--- src/rtl/add_sched_pkg.sv ---
// add_sched shared types: FSM encoding, default requester count,
// tag width helper.
package add_sched_pkg;

  typedef enum logic [1:0] {
    IDLE  = 2'd0,
    RUN   = 2'd1,
    STALL = 2'd2
  } state_t;

  localparam int NREQ_DEF = 4;

  function automatic int tag_w(input int n);
    return (n > 1) ? $clog2(n) : 1;
  endfunction

endpackage

--- src/rtl/add_sched_pipe.sv ---
// Two-stage registered adder; hold freezes both stages.
// Optional saturation: define ADD_SCHED_SAT_EN.
module add_sched_pipe
  import add_sched_pkg::*;
#(
  parameter int width = 3,
  parameter int TW    = 2
) (
  input  logic             CLK,
  input  logic             rst_n,
  input  logic             hold,
  input  logic             in_vld,
  input  logic [width:0]   in_da,
  input  logic [width:0]   in_db,
  input  logic [TW-1:0]    in_tag,
  output logic             s1_vld,
  output logic             out_vld,
  output logic [width:0]   out_q,
  output logic             out_cout,
  output logic [TW-1:0]    out_tag
);

  logic [width:0]   s1_da;
  logic [width:0]   s1_db;
  logic [TW-1:0]    s1_tag;
  logic [width+1:0] full;
  logic [width:0]   q_nx;

  // Full-width sum of the stage-1 operands, optional clamp on carry
  always_comb begin
    full = {1'b0, s1_da} + {1'b0, s1_db};
    q_nx = full[width:0];
`ifdef ADD_SCHED_SAT_EN
    if (full[width+1])
      q_nx = '1;
`else
`endif
  end

  // Stage 1: capture operands and tag of the granted request
  always_ff @(posedge CLK or negedge rst_n) begin
    if (!rst_n) begin
      s1_vld <= 1'b0;
      s1_da  <= '0;
      s1_db  <= '0;
      s1_tag <= '0;
    end else if (!hold) begin
      s1_vld <= in_vld;
      if (in_vld) begin
        s1_da  <= in_da;
        s1_db  <= in_db;
        s1_tag <= in_tag;
      end
    end
  end

  // Stage 2: capture sum, carry and tag
  always_ff @(posedge CLK or negedge rst_n) begin
    if (!rst_n) begin
      out_vld  <= 1'b0;
      out_q    <= '0;
      out_cout <= 1'b0;
      out_tag  <= '0;
    end else if (!hold) begin
      out_vld <= s1_vld;
      if (s1_vld) begin
        out_q    <= q_nx;
        out_cout <= full[width+1];
        out_tag  <= s1_tag;
      end
    end
  end

endmodule

--- src/rtl/add_sched.sv ---
// Round-robin scheduler sharing one pipelined adder among NREQ.
// Optional saturation: define ADD_SCHED_SAT_EN.
module add_sched
  import add_sched_pkg::*;
#(
  parameter int width = 3,
  parameter int NREQ  = NREQ_DEF
) (
  input  logic                        CLK,
  input  logic                        rst_n,
  input  logic [NREQ-1:0]             req_valid,
  output logic [NREQ-1:0]             req_ready,
  input  logic [NREQ*(width+1)-1:0]   req_da,
  input  logic [NREQ*(width+1)-1:0]   req_db,
  output logic                        res_valid,
  input  logic                        res_ready,
  output logic [width:0]              res_q,
  output logic                        res_cout,
  output logic [tag_w(NREQ)-1:0]      res_tag
);

  localparam int DW = width + 1;
  localparam int TW = tag_w(NREQ);

  state_t          state;
  state_t          state_nx;
  logic [TW-1:0]   ptr;
  logic [TW-1:0]   gidx;
  logic [NREQ-1:0] gnt;
  logic [DW-1:0]   sel_da;
  logic [DW-1:0]   sel_db;
  logic            hold;
  logic            accept;
  logic            found;
  logic            s1_vld;

  assign hold      = res_valid & ~res_ready;
  assign req_ready = gnt;
  assign accept    = |gnt;

  // Round-robin pick starting at ptr; nothing granted while stalled
  always_comb begin
    gnt    = '0;
    gidx   = '0;
    sel_da = '0;
    sel_db = '0;
    found  = 1'b0;
    if (!hold && rst_n) begin
      for (int k = 0; k < NREQ; k++) begin
        for (int j = 0; j < NREQ; j++) begin
          if (!found && req_valid[j] &&
              ((int'(ptr) + k) % NREQ) == j) begin
            found  = 1'b1;
            gnt[j] = 1'b1;
            gidx   = TW'(j);
            sel_da = req_da[j*DW +: DW];
            sel_db = req_db[j*DW +: DW];
          end
        end
      end
    end
  end

  // Pointer moves past the last grant; untouched without a grant
  always_ff @(posedge CLK or negedge rst_n) begin
    if (!rst_n)
      ptr <= '0;
    else if (accept)
      ptr <= (int'(gidx) == NREQ - 1) ? '0 : gidx + TW'(1);
  end

  // FSM state register
  always_ff @(posedge CLK or negedge rst_n) begin
    if (!rst_n)
      state <= IDLE;
    else
      state <= state_nx;
  end

  // FSM next state
  always_comb begin
    state_nx = state;
    unique case (state)
      IDLE:
        if (accept)
          state_nx = RUN;
      RUN:
        if (hold)
          state_nx = STALL;
        else if (!s1_vld && !res_valid && !accept)
          state_nx = IDLE;
      STALL:
        if (res_ready)
          state_nx = RUN;
      default:
        state_nx = IDLE;
    endcase
  end

  add_sched_pipe #(
    .width (width),
    .TW    (TW)
  ) u_pipe (
    .CLK      (CLK),
    .rst_n    (rst_n),
    .hold     (hold),
    .in_vld   (accept),
    .in_da    (sel_da),
    .in_db    (sel_db),
    .in_tag   (gidx),
    .s1_vld   (s1_vld),
    .out_vld  (res_valid),
    .out_q    (res_q),
    .out_cout (res_cout),
    .out_tag  (res_tag)
  );

endmodule
--- config.mk ---
export PLATFORM = sky130hd
export DESIGN_NAME = add_sched
export DESIGN_NICKNAME = d
export VERILOG_FILES = /design/src/rtl/add_sched_pkg.sv /design/src/rtl/add_sched_pipe.sv /design/src/rtl/add_sched.sv
export SDC_FILE = /design/constraint.sdc
export NUM_CORES = 1
export LEC_CHECK = 0
export BUFFER_PORTS_ARGS = -buffer_cell sky130_fd_sc_hd__buf_2
export CORE_AREA = 4 4 56 84
export CTS_BUF_LIST = sky130_fd_sc_hd__clkbuf_8
export CTS_CLUSTER_SIZE = 12
export DETAILED_ROUTE_END_ITERATION = 7
export DIE_AREA = 0 0 60 88
export PLACE_DENSITY = 0.86
export SKIP_CTS_REPAIR_TIMING = 1
export SLEW_MARGIN = 20
export SYNTH_ARGS = -nofsm -noshare
export SYNTH_HDL_FRONTEND = slang
export SYNTH_SLANG_ARGS = --single-unit
--- constraint.sdc ---
create_clock -name CLK -period 4.1 [get_ports CLK]
set_input_delay 0 -clock CLK [delete_from_list [all_inputs] [get_ports CLK]]
set_output_delay 0 -clock CLK [all_outputs]
set_load 0.01 [all_outputs]
==> impl_metrics.json <==
{
  "hold_ws_ns": 0.05297,
  "reg2reg_from": "ptr[1]",
  "ys.flop_type": "dfrtp_1",
  "clk_pin_slew_ns": 0.08,
  "grt_max_degree": 30,
  "clk_latency_ns": 0.26,
  "crit_arrival_ns": 2.99,
  "crit_start": "ptr[1]",
  "coreArea_um2": 3924,
  "cts_buffers": 3,
  "ys_seq_area_share_pct": 22.14,
  "outcome": "complete, no violations",
  "final_antenna_net_count": 0,
  "powerDensity_nw_per_um2": 552.8,
  "final_area_um2": 2604,
  "io_pins": 51,
  "worstSetupStartpointType": "flip-flop",
  "drv_cap": 0,
  "pre_cts_ws_ns": 1.335,
  "slew_violations": 0,
  "min_period_over_period_pct": 69.30,
  "rows": 28,
  "mappedNetlistNets": 342,
  "vdd_drop_max_mv": 0.3886,
  "tns_ns": 0,
  "netlist_area_um2": 2374,
  "nets": 376,
  "slew_headroom_pct": 36.97,
  "port-buffer-count": 50,
  "antenna-diode-count": 0,
  "rsz0062_at_grt": "false",
  "drive_above_1_share_pct": 23.87,
  "crit_path_end_kind": "flip-flop",
  "p_leak_nw": 1.111,
  "wl_per_cell_um": 20.46,
  "grt_overflow": 0,
  "ys_warn_count": 0,
  "syn_area_per_cell_um2": 7.965,
  "clockBufferDepth": 2,
  "tightest_slew_ns": 0.9435,
  "synth_seq_cells": 21,
  "path_class": "flip-flop to flip-flop",
  "grt_pass1_vias": 2540,
  "synthDistinctLibCells": 63,
  "drt-total-wl_mm": 7.692,
  "place_area_um2": 2547,
  "utilization_pct": 66.36,
  "vias": 2705,
  "cts-root-buf": "clkbuf_8",
  "setup_viol": 0,
  "die-height_um": 88,
  "track_usage_pct": 30.21,
  "cts_sinks": 21,
  "hp-class": "primary input to flip-flop",
  "drtPass1Iterations": 7,
  "place.gp.congestion": 1.001,
  "fmax_mhz": 351.9,
  "hold_viol_final": 0,
  "cts_tree": "done",
  "path_max_fanout": 29,
  "async_reset_ff_share_pct": 100.0,
  "fin_worst_skew_ns": 0.002377,
  "area_growth_pct": 9.700,
  "die_x_um": 60,
  "synth-edff-count": 0,
  "drt-initial-drc-count": 197,
  "fin_ws_ns": 1.259,
  "drc": 0,
  "htreeDepth": 1,
  "fp.dieArea_um2": 5280,
  "hold_start": "res_ready",
  "detail_route.vias_per_cell": 7.194,
  "period_minus_slack_ns": 2.841,
  "required_ns": 4.25,
  "start_util_pct": 60.49,
  "synthCells": 298,
  "grt_pass1_wl_mm": 12.34,
  "antenna_found_initial": 0,
  "place_hpwl_mm": 5.628
}
## placed cells by master (no fill, tap or decap), types with 4 or more instances in the layout
cell,synthesis,final
a211o_1,4,4
a21oi_1,18,18
a221oi_1,5,5
a222oi_1,4,4
a22oi_1,6,6
a32oi_1,10,10
buf_2,13,50
dfrtp_1,21,21
ha_1,4,4
inv_1,8,8
mux2_2,6,6
nand2_1,38,38
nand2b_1,5,5
nand3_1,4,4
nand3b_1,4,4
nor2_1,22,22
nor2b_1,5,5
nor3_1,6,6
o211ai_1,5,5
o21ai_0,19,19
o221ai_1,4,4
o22a_1,4,4
o22ai_1,8,8
or3_1,5,5
## layout make-up
type | instances | area, um^2
clock buffer | 3 | 41.29
tap | 45 | 56.30
timing repair buffer | 53 | 275.3
multi-input combinational | 244 | 1667
sequential | 21 | 525.5
clock inverter | 1 | 5.005
fill | 367 | 1320
inverter | 9 | 33.78
## layer usage
metal	vias to the layer above	share of wire, %	global-route usage [%]
met1	1235	36	37.77
met2	192	48	47.54
met5	-	0	0
li1	1230	-	-
met4	0	6.1	21.57
met3	48	9.7	2.507
## worst paths after layout
check                      slack [ns]  cells past startpoint              end
max                              1.26                      6  u_pipe.s1_db[0]
min                              0.05                      3   u_pipe.out_vld
max reg2reg                      1.26                      6  u_pipe.s1_db[0]
min reg2reg                      0.48                      2  u_pipe.out_q[3]
max in group asynchronous        3.55                      2  u_pipe.s1_db[2]
min in group asynchronous        0.22                      2    u_pipe.s1_vld
## Yosys cell counts (all sizes together) (2+ instances only)
| cell type | n | share of area, % |
|---|---|---|
| o211ai | 5 | 1.6 |
| a31oi | 3 | 0.79 |
| a221oi | 5 | 1.8 |
| a211o | 4 | 1.5 |
| o32ai | 3 | 1.1 |
| inv | 9 | 1.4 |
| a21oi | 18 | 3.8 |
| nand2 | 38 | 6.0 |
| o21ai | 20 | 4.2 |
| o22a | 4 | 1.5 |
| o22ai | 8 | 2.1 |
| clkbuf | 3 | 0.47 |
| mux2i | 2 | 0.84 |
| or2 | 4 | 1.3 |
| nor2b | 5 | 1.3 |
| nand4 | 3 | 0.79 |
| nor3 | 7 | 1.7 |
| a32oi | 10 | 3.7 |
| a22oi | 6 | 1.9 |
| buf | 21 | 5.7 |
| o221ai | 4 | 1.5 |
| nand2b | 5 | 1.3 |
| xor2 | 2 | 0.74 |
| a21o | 3 | 0.95 |
| nand4bb | 2 | 0.95 |
| or4b | 2 | 1.2 |
| dfrtp | 21 | 22 |
| ha | 4 | 2.1 |
| nor2 | 22 | 3.5 |
| mux2 | 6 | 2.8 |
| or3 | 5 | 1.3 |
| nand3 | 5 | 1.3 |
| a211oi | 3 | 0.95 |
| a222oi | 4 | 1.7 |
| nor4 | 4 | 2.6 |
| o31ai | 3 | 0.95 |
| a22o | 3 | 1.1 |
| a32o | 3 | 1.3 |
| nand3b | 4 | 1.3 |
## critical path, cell delays in order, from the launching register on
cell and delay [ns]:
dfrtp_1 0.95, inv_1 0.50, o21ai_0 0.27, o211ai_1 0.15, a41o_2 0.51, a211oi_1 0.24, a21oi_1 0.09
## where the power goes
group / switching [mW] / internal [mW]
clock network: 0.0713 / 0.0677
registers: 0.106 / 0.305
logic: 0.515 / 0.374
total: 0.692 / 0.747
## state kept, by name (all words and copies together), names as in the netlist
| register | count |
|---|---|
| u_pipe.s1_da | 4 |
| u_pipe.out_q | 4 |
| u_pipe.out_vld | 1 |
| u_pipe.out_tag | 2 |
| u_pipe.s1_db | 4 |
| ptr | 2 |
| u_pipe.out_cout | 1 |
| u_pipe.s1_tag | 2 |
| u_pipe.s1_vld | 1 |
## metrics by stage
step | total power, mW | instances
after global routing | 1.560 | 376
after detailed placement | 1.284 | 371
after floorplan | 1.084 | 298
after CTS | 1.426 | 375
after global placement | 1.263 | 371
final | 1.439 | 376
## logic make-up (layout without fill, tap and decap cells)
group                    Yosys count  count (layout)  share of synthesized area [%]
AO/OA/AOI/OAI                    115             115                          34.69
XOR/XNOR                           2               2                         0.7381
adder cells (fa/ha/maj)            5               5                          2.952
buffers and inverters             33              66                          7.643
flip-flops                        21              21                          22.14
multiplexers                       8               8                          3.690
AND/OR/NAND/NOR                  114             114                          28.15
Note: power is estimated with default switching activity, not from simulation.
